==> src/rtl/exe_trace_fifo.sv <==
// exe_trace_fifo
//   Captures one {PC, IR, seq} record per retired instruction (exe_enable)
//   into a circular FIFO and presents the head record on a valid/ready stream.
//   When the FIFO is full, records are dropped rather than stalling the core.
//   Drops are counted in a saturating counter and latched in a sticky flag.
//
// Ports
//   clk, reset_n          clock, async active-low reset
//   sync_clear            synchronous flush of FIFO, counters and sticky flag
//   trace_enable          capture gate
//   exe_enable            retire strobe
//   PC_in, IR_in          retiring instruction PC / word
//   out_valid, out_ready  head record handshake
//   out_pc/out_ir/out_seq head record fields (registered, first-word-fall-through)
//   fill_level            stored records, 0..2^DEPTH_LOG2
//   drop_count            saturating count of dropped records
//   overflow              sticky, set on first drop
module exe_trace_fifo #(
  parameter int DEPTH_LOG2 = 4,
  parameter int PC_WIDTH   = 32,
  parameter int IR_WIDTH   = 32,
  parameter int SEQ_WIDTH  = 16
) (
  input  logic                  clk,
  input  logic                  reset_n,
  input  logic                  sync_clear,
  input  logic                  trace_enable,
  input  logic                  exe_enable,
  input  logic [PC_WIDTH-1:0]   PC_in,
  input  logic [IR_WIDTH-1:0]   IR_in,
  output logic                  out_valid,
  input  logic                  out_ready,
  output logic [PC_WIDTH-1:0]   out_pc,
  output logic [IR_WIDTH-1:0]   out_ir,
  output logic [SEQ_WIDTH-1:0]  out_seq,
  output logic [DEPTH_LOG2:0]   fill_level,
  output logic [15:0]           drop_count,
  output logic                  overflow
);

  localparam int DEPTH = 1 << DEPTH_LOG2;

  typedef struct packed {
    logic [PC_WIDTH-1:0]  pc;
    logic [IR_WIDTH-1:0]  ir;
    logic [SEQ_WIDTH-1:0] seq;
  } rec_t;

  typedef logic [DEPTH_LOG2-1:0] ptr_t;
  typedef logic [DEPTH_LOG2:0]   lvl_t;

  // Storage: no reset so it maps onto MLAB/M9K.
  rec_t mem [DEPTH];

  ptr_t               wr_ptr_q, wr_ptr_d;
  ptr_t               rd_ptr_q, rd_ptr_d;
  lvl_t               fill_level_q, fill_level_d;
  logic [SEQ_WIDTH-1:0] seq_q, seq_d;
  logic [15:0]        drop_count_q, drop_count_d;
  logic               overflow_q, overflow_d;
  rec_t               head_q, head_d;

  logic push_req, pop, full, accept, drop, head_new, wr_en;
  rec_t new_rec;

  always_comb begin
    push_req = exe_enable & trace_enable;
    pop      = (fill_level_q != '0) & out_ready;
    full     = (fill_level_q == lvl_t'(DEPTH));
    // Full-with-pop frees the head slot in the same cycle, so the push fits.
    accept   = push_req & (~full | pop);
    drop     = push_req & ~accept;
    wr_en    = accept & ~sync_clear;

    new_rec.pc  = PC_in;
    new_rec.ir  = IR_in;
    new_rec.seq = seq_q;

    wr_ptr_d = wr_ptr_q + ptr_t'(accept);
    rd_ptr_d = rd_ptr_q + ptr_t'(pop);

    fill_level_d = fill_level_q;
    case ({accept, pop})
      2'b10:   fill_level_d = fill_level_q + lvl_t'(1);
      2'b01:   fill_level_d = fill_level_q - lvl_t'(1);
      default: fill_level_d = fill_level_q;
    endcase

    // Stored and dropped records both consume a sequence number.
    seq_d = seq_q + SEQ_WIDTH'(push_req);

    drop_count_d = drop_count_q;
    if (drop && drop_count_q != 16'hFFFF) drop_count_d = drop_count_q + 16'd1;
    overflow_d = overflow_q | drop;

    // The next head is the incoming record when nothing else remains after
    // this cycle's pop; the array write has not landed yet, so bypass it.
    head_new = accept & ((fill_level_q == '0) | ((fill_level_q == lvl_t'(1)) & pop));

    head_d = head_q;
    if (head_new)                 head_d = new_rec;
    else if (fill_level_d != '0)  head_d = mem[rd_ptr_d];

    if (sync_clear) begin
      wr_ptr_d     = '0;
      rd_ptr_d     = '0;
      fill_level_d = '0;
      seq_d        = '0;
      drop_count_d = '0;
      overflow_d   = 1'b0;
      head_d       = '0;
    end
  end

  always_ff @(posedge clk or negedge reset_n) begin
    if (!reset_n) begin
      wr_ptr_q     <= '0;
      rd_ptr_q     <= '0;
      fill_level_q <= '0;
      seq_q        <= '0;
      drop_count_q <= '0;
      overflow_q   <= 1'b0;
      head_q       <= '0;
    end else begin
      wr_ptr_q     <= wr_ptr_d;
      rd_ptr_q     <= rd_ptr_d;
      fill_level_q <= fill_level_d;
      seq_q        <= seq_d;
      drop_count_q <= drop_count_d;
      overflow_q   <= overflow_d;
      head_q       <= head_d;
    end
  end

  always_ff @(posedge clk) begin
    if (wr_en) mem[wr_ptr_q] <= new_rec;
  end

  assign out_valid  = (fill_level_q != '0);
  assign out_pc     = head_q.pc;
  assign out_ir     = head_q.ir;
  assign out_seq    = head_q.seq;
  assign fill_level = fill_level_q;
  assign drop_count = drop_count_q;
  assign overflow   = overflow_q;

endmodule

==> config.mk <==
export PLATFORM = sky130hd
export DESIGN_NAME = exe_trace_fifo
export DESIGN_NICKNAME = d
export VERILOG_FILES = /design/src/rtl/exe_trace_fifo.sv
export SDC_FILE = /design/constraint.sdc
export NUM_CORES = 1
export LEC_CHECK = 0
export BUFFER_PORTS_ARGS = -buffer_cell sky130_fd_sc_hd__buf_2
export CAP_MARGIN = 20
export CORE_UTILIZATION = 40
export CTS_CLUSTER_SIZE = 12
export DETAILED_ROUTE_END_ITERATION = 7
export GPL_TIMING_DRIVEN = 0
export SLEW_MARGIN = 0
export SYNTH_ARGS = -nofsm -noshare
export SYNTH_HDL_FRONTEND = slang
export SYNTH_SLANG_ARGS = --single-unit
==> constraint.sdc <==
create_clock -name clk -period 18.3 [get_ports clk]
set_input_delay 0.915 -clock clk [delete_from_list [all_inputs] [get_ports clk]]
set_output_delay 0.915 -clock clk [all_outputs]
set_load 0.01 [all_outputs]
==> flow_summary_export.csv <==
group,metric,value,unit
sta,final.setup_skew,0.0216,ns
cts,clk_pin_slew,0.06,ns
cts,cts_setup_buffers,0,
worst_setup_path,cp-start-kind,"flip-flop",
worst_setup_path,crit_type,"flip-flop to flip-flop",
cts,cts_tree,"built",
grt,grt_pass1_wl,201000,µm
routing,vias,28700,
grt,grt-ovfl-total,0,
cts,ctsResizeCount,0,
cts,h-tree-depth,4,
cts,clk_latency,0.78,ns
die,core,136000,µm²
synthesis,yosysMostFrequentCell,"edfxtp_1",
die,ioPinCount,173,
worst_setup_path,r2r_slack,13.58,ns
synthesis,synthArstFlopShare,8.96,%
routing,drt-total-wl,138000,µm
synthesis,synth_seq_area_share,75.6,%
grt,grt_use_total,19.9,%
worst_setup_path,rr_startpoint,"fill_level[0]",
grt,grt_pass1_vias,29100,
grt,use_met3,4.71,%
power,p_int,5400,µW
die,die_area,139000,µm²
die,chipHeight,373,µm
routing,ant_nets,0,
final_layout,nets,3412,
cts,holdBufCountCts,0,
synthesis,netlist_instances,2912,
synthesis,synth_area_leaders,"edfxtp_1 (70%), mux4_2 (13%), dfrtp_1 (5.7%)",
power,powerDensity,107,nW/µm²
power,pwr-share-clk,41.4,%
synthesis,syn-num-nets,2995,
placed_design,post-dp-hpwl,90100,µm
power,combPwrFrac,7.2,%
cts,root_buffer,"clkbuf_16",
power,vdd_drop_max,0.0981,mV
grt,grtUsageMet2,31.5,%
sta,layout_min_cycle_time,4.72,ns
worst_setup_path,arrival,5.42,ns
sta,worst_slew_pin_slew,1.21,ns
routing,drtIter0Drc,2843,
synthesis,synth_commonest_cells,"edfxtp_1 (1,280), nand2_1 (498), mux4_2 (320), nor2_1 (131), dfrtp_1 (126)",
power,power_switching_share,22.1,%
die,die_w,373,µm
final_layout,final_util,47.4,%
grt,grt_util_met1,27.4,%
worst_setup_path,crit_start,"fill_level[0]",
grt,busiest_layer,"met2",
routing,first_pass_iters,5,
final_layout,syn2layout_area_growth,17.2,%
synthesis,netlist_area,55000,µm²
synthesis,yosysTopAreaCellShare,69.8,%
worst_setup_path,reg2reg_depth,17,
sta,finalMaxSlewViolations,0,
power,cellLeakagePower,0.0208,µW
min_path,hp-class,"input pin to asynchronous set/reset pin",
final_layout,drive_gt1_share,27.3,%
synthesis,yosysWarnings,0,
synthesis,synth_cell_types,49,
die,initial_core_util,40.5,%
sta,finalSetupViolCount,0,
synthesis,syn_avg_cell_area,18.9,µm²
power,p_switching,1530,µW
routing,via_per_inst,5.50,
run,maxCapViolations,0,
placed_design,gp_congestion,0.766,
grt,antenna_found_initial,15,
sta,post-route-period-util,25.8,%
worst_setup_path,crit_required,19.00,ns
cts,clk_path_buf_depth,3,
synthesis,synth_seq_cells,1406,
grt,grt_max_degree,71,
synthesis,synth_edf_count,1280,
sta,rsz0062_at_grt,"false",
sta,slew_headroom,19.7,%
cts,cts_sinks,1406,
synthesis,synth_ff_type,"edfxtp_1",
die,rows,135,
worst_setup_path,crit_path_end_kind,"flip-flop",
worst_setup_path,crit_fanout,10,
sta,finalHoldViolations,0,
sta,holdWs,0.140,ns
sta,fmax,0.212,GHz
routing,avgRoutedWirePerCell,26.4,µm
sta,tns,0,ns
placed_design,portBuffers,172,
synthesis,synth_area_leader_cell,"edfxtp_1",
status,status,"finished, final reports clean",
routing,drc,0,
power,pwr-share-seq,51.4,%
cts,cts_buffers,147,
==> registers in the layout (all words and copies together) (netlist names) <==
| signal | cells |
|---|---|
| mem | 1280 |
| out_ir | 32 |
| out_pc | 32 |
| drop_count | 16 |
| out_seq | 16 |
| seq_q | 16 |
| fill_level | 5 |
| rd_ptr_q | 4 |
| wr_ptr_q | 4 |
| overflow | 1 |
==> layout by cell type, fill, tap and decap left out, types with 12 or more instances in the layout <==
master,synthesis,layout
dfrtp_1,126,126
clkbuf_16,0,150
buf_2,44,215
clkinv_1,0,16
clkbuf_8,0,14
nor2_4,0,12
xor2_1,17,16
o21ai_1,80,80
nor2_1,131,119
ha_1,13,13
mux4_2,320,320
a311oi_2,79,79
buf_16,0,16
nand3_1,99,99
edfxtp_1,1280,1280
clkbuf_1,95,152
buf_6,11,50
nor2b_1,12,12
inv_1,12,12
xnor2_1,15,14
buf_12,0,31
nand2_1,498,498
buf_1,16,16
==> cells by family (layout without fill, tap and decap cells) <==
family                   after synthesis  count (layout)  share of synthesized area (%)
AO/OA/AOI/OAI                        182             182                           3.19
XOR/XNOR                              32              32                          0.509
buffers and inverters                179             711                           1.48
other                                  0               3                              0
AND/OR/NAND/NOR                      778             778                           5.82
adder cells (fa/ha/maj)               13              13                          0.296
multiplexers                         322             322                           13.1
flip-flops                          1406            1406                           75.6
==> worst max-delay path, stage by stage, from the launching register on <==
cell,delay [ns]
dfrtp_1,0.47
inv_1,0.11
ha_1,0.20
nand2_1,0.08
o31ai_1,0.62
inv_1,0.20
ha_1,0.33
buf_2,0.17
nand2_1,0.07
o21ai_0,0.14
or4b_1,0.58
nor4_4,0.22
buf_6,0.24
buf_8,0.17
buf_4,0.41
buf_2,0.38
nand2_1,0.11
o21ai_1,0.08
==> metal layers <==
metal | part of all wire [%] | vias up | routed length, µm
met1 | 42 | 15100 | 58200
met2 | 48 | 1030 | 65900
met4 | 2.3 | 6 | 3230
met5 | 0.030 | - | 41
li1 | - | 12400 | -
met3 | 7.6 | 208 | 10500
==> power by group through the flow <==
| stage | Combinational [µW] | Clock, µW | Sequential, µW |
|---|---|---|---|
| after detailed placement | 508 | 0 | 3630 |
| after CTS | 509 | 2920 | 3570 |
| after floorplan | 290 | 0 | 3640 |
| after global placement | 493 | 0 | 3640 |
| final | 498 | 2870 | 3570 |
| after global routing | 540 | 3040 | 3570 |
==> worst paths after layout <==
path	to
max	out_ir[7]
min	out_seq[4]
max reg2reg	out_ir[7]
min reg2reg	out_seq[12]
max in group asynchronous	out_pc[10]
min in group clk	out_seq[12]
==> through the flow <==
stage | instances | power [µW] | area (µm²) | setup slack (ns)
2_1_floorplan | 2912 | 3930 | 55000 | 10.54
3_3_place_gp | 4865 | 4130 | 58100 | 2.74
3_5_place_dp | 4961 | 4140 | 59900 | 13.38
4_1_cts | 5225 | 6990 | 64500 | 13.55
5_1_grt | 5225 | 7150 | 64500 | 13.23
6_report | 5228 | 6930 | 64500 | 13.58
==> final cells by class <==
cell class	count	area, µm²
Clock inverter	42	430
Antenna cell	3	7.51
Tap cell	1781	2230
Clock buffer	222	4160
Buffer	167	769
Sequential cell	1406	41600
Fill cell	11300	71500
Timing Repair Buffer	268	2510
Multi-Input combinational cell	1327	12800
Inverter	12	45.0
Note: power is estimated with default switching activity, not from simulation.
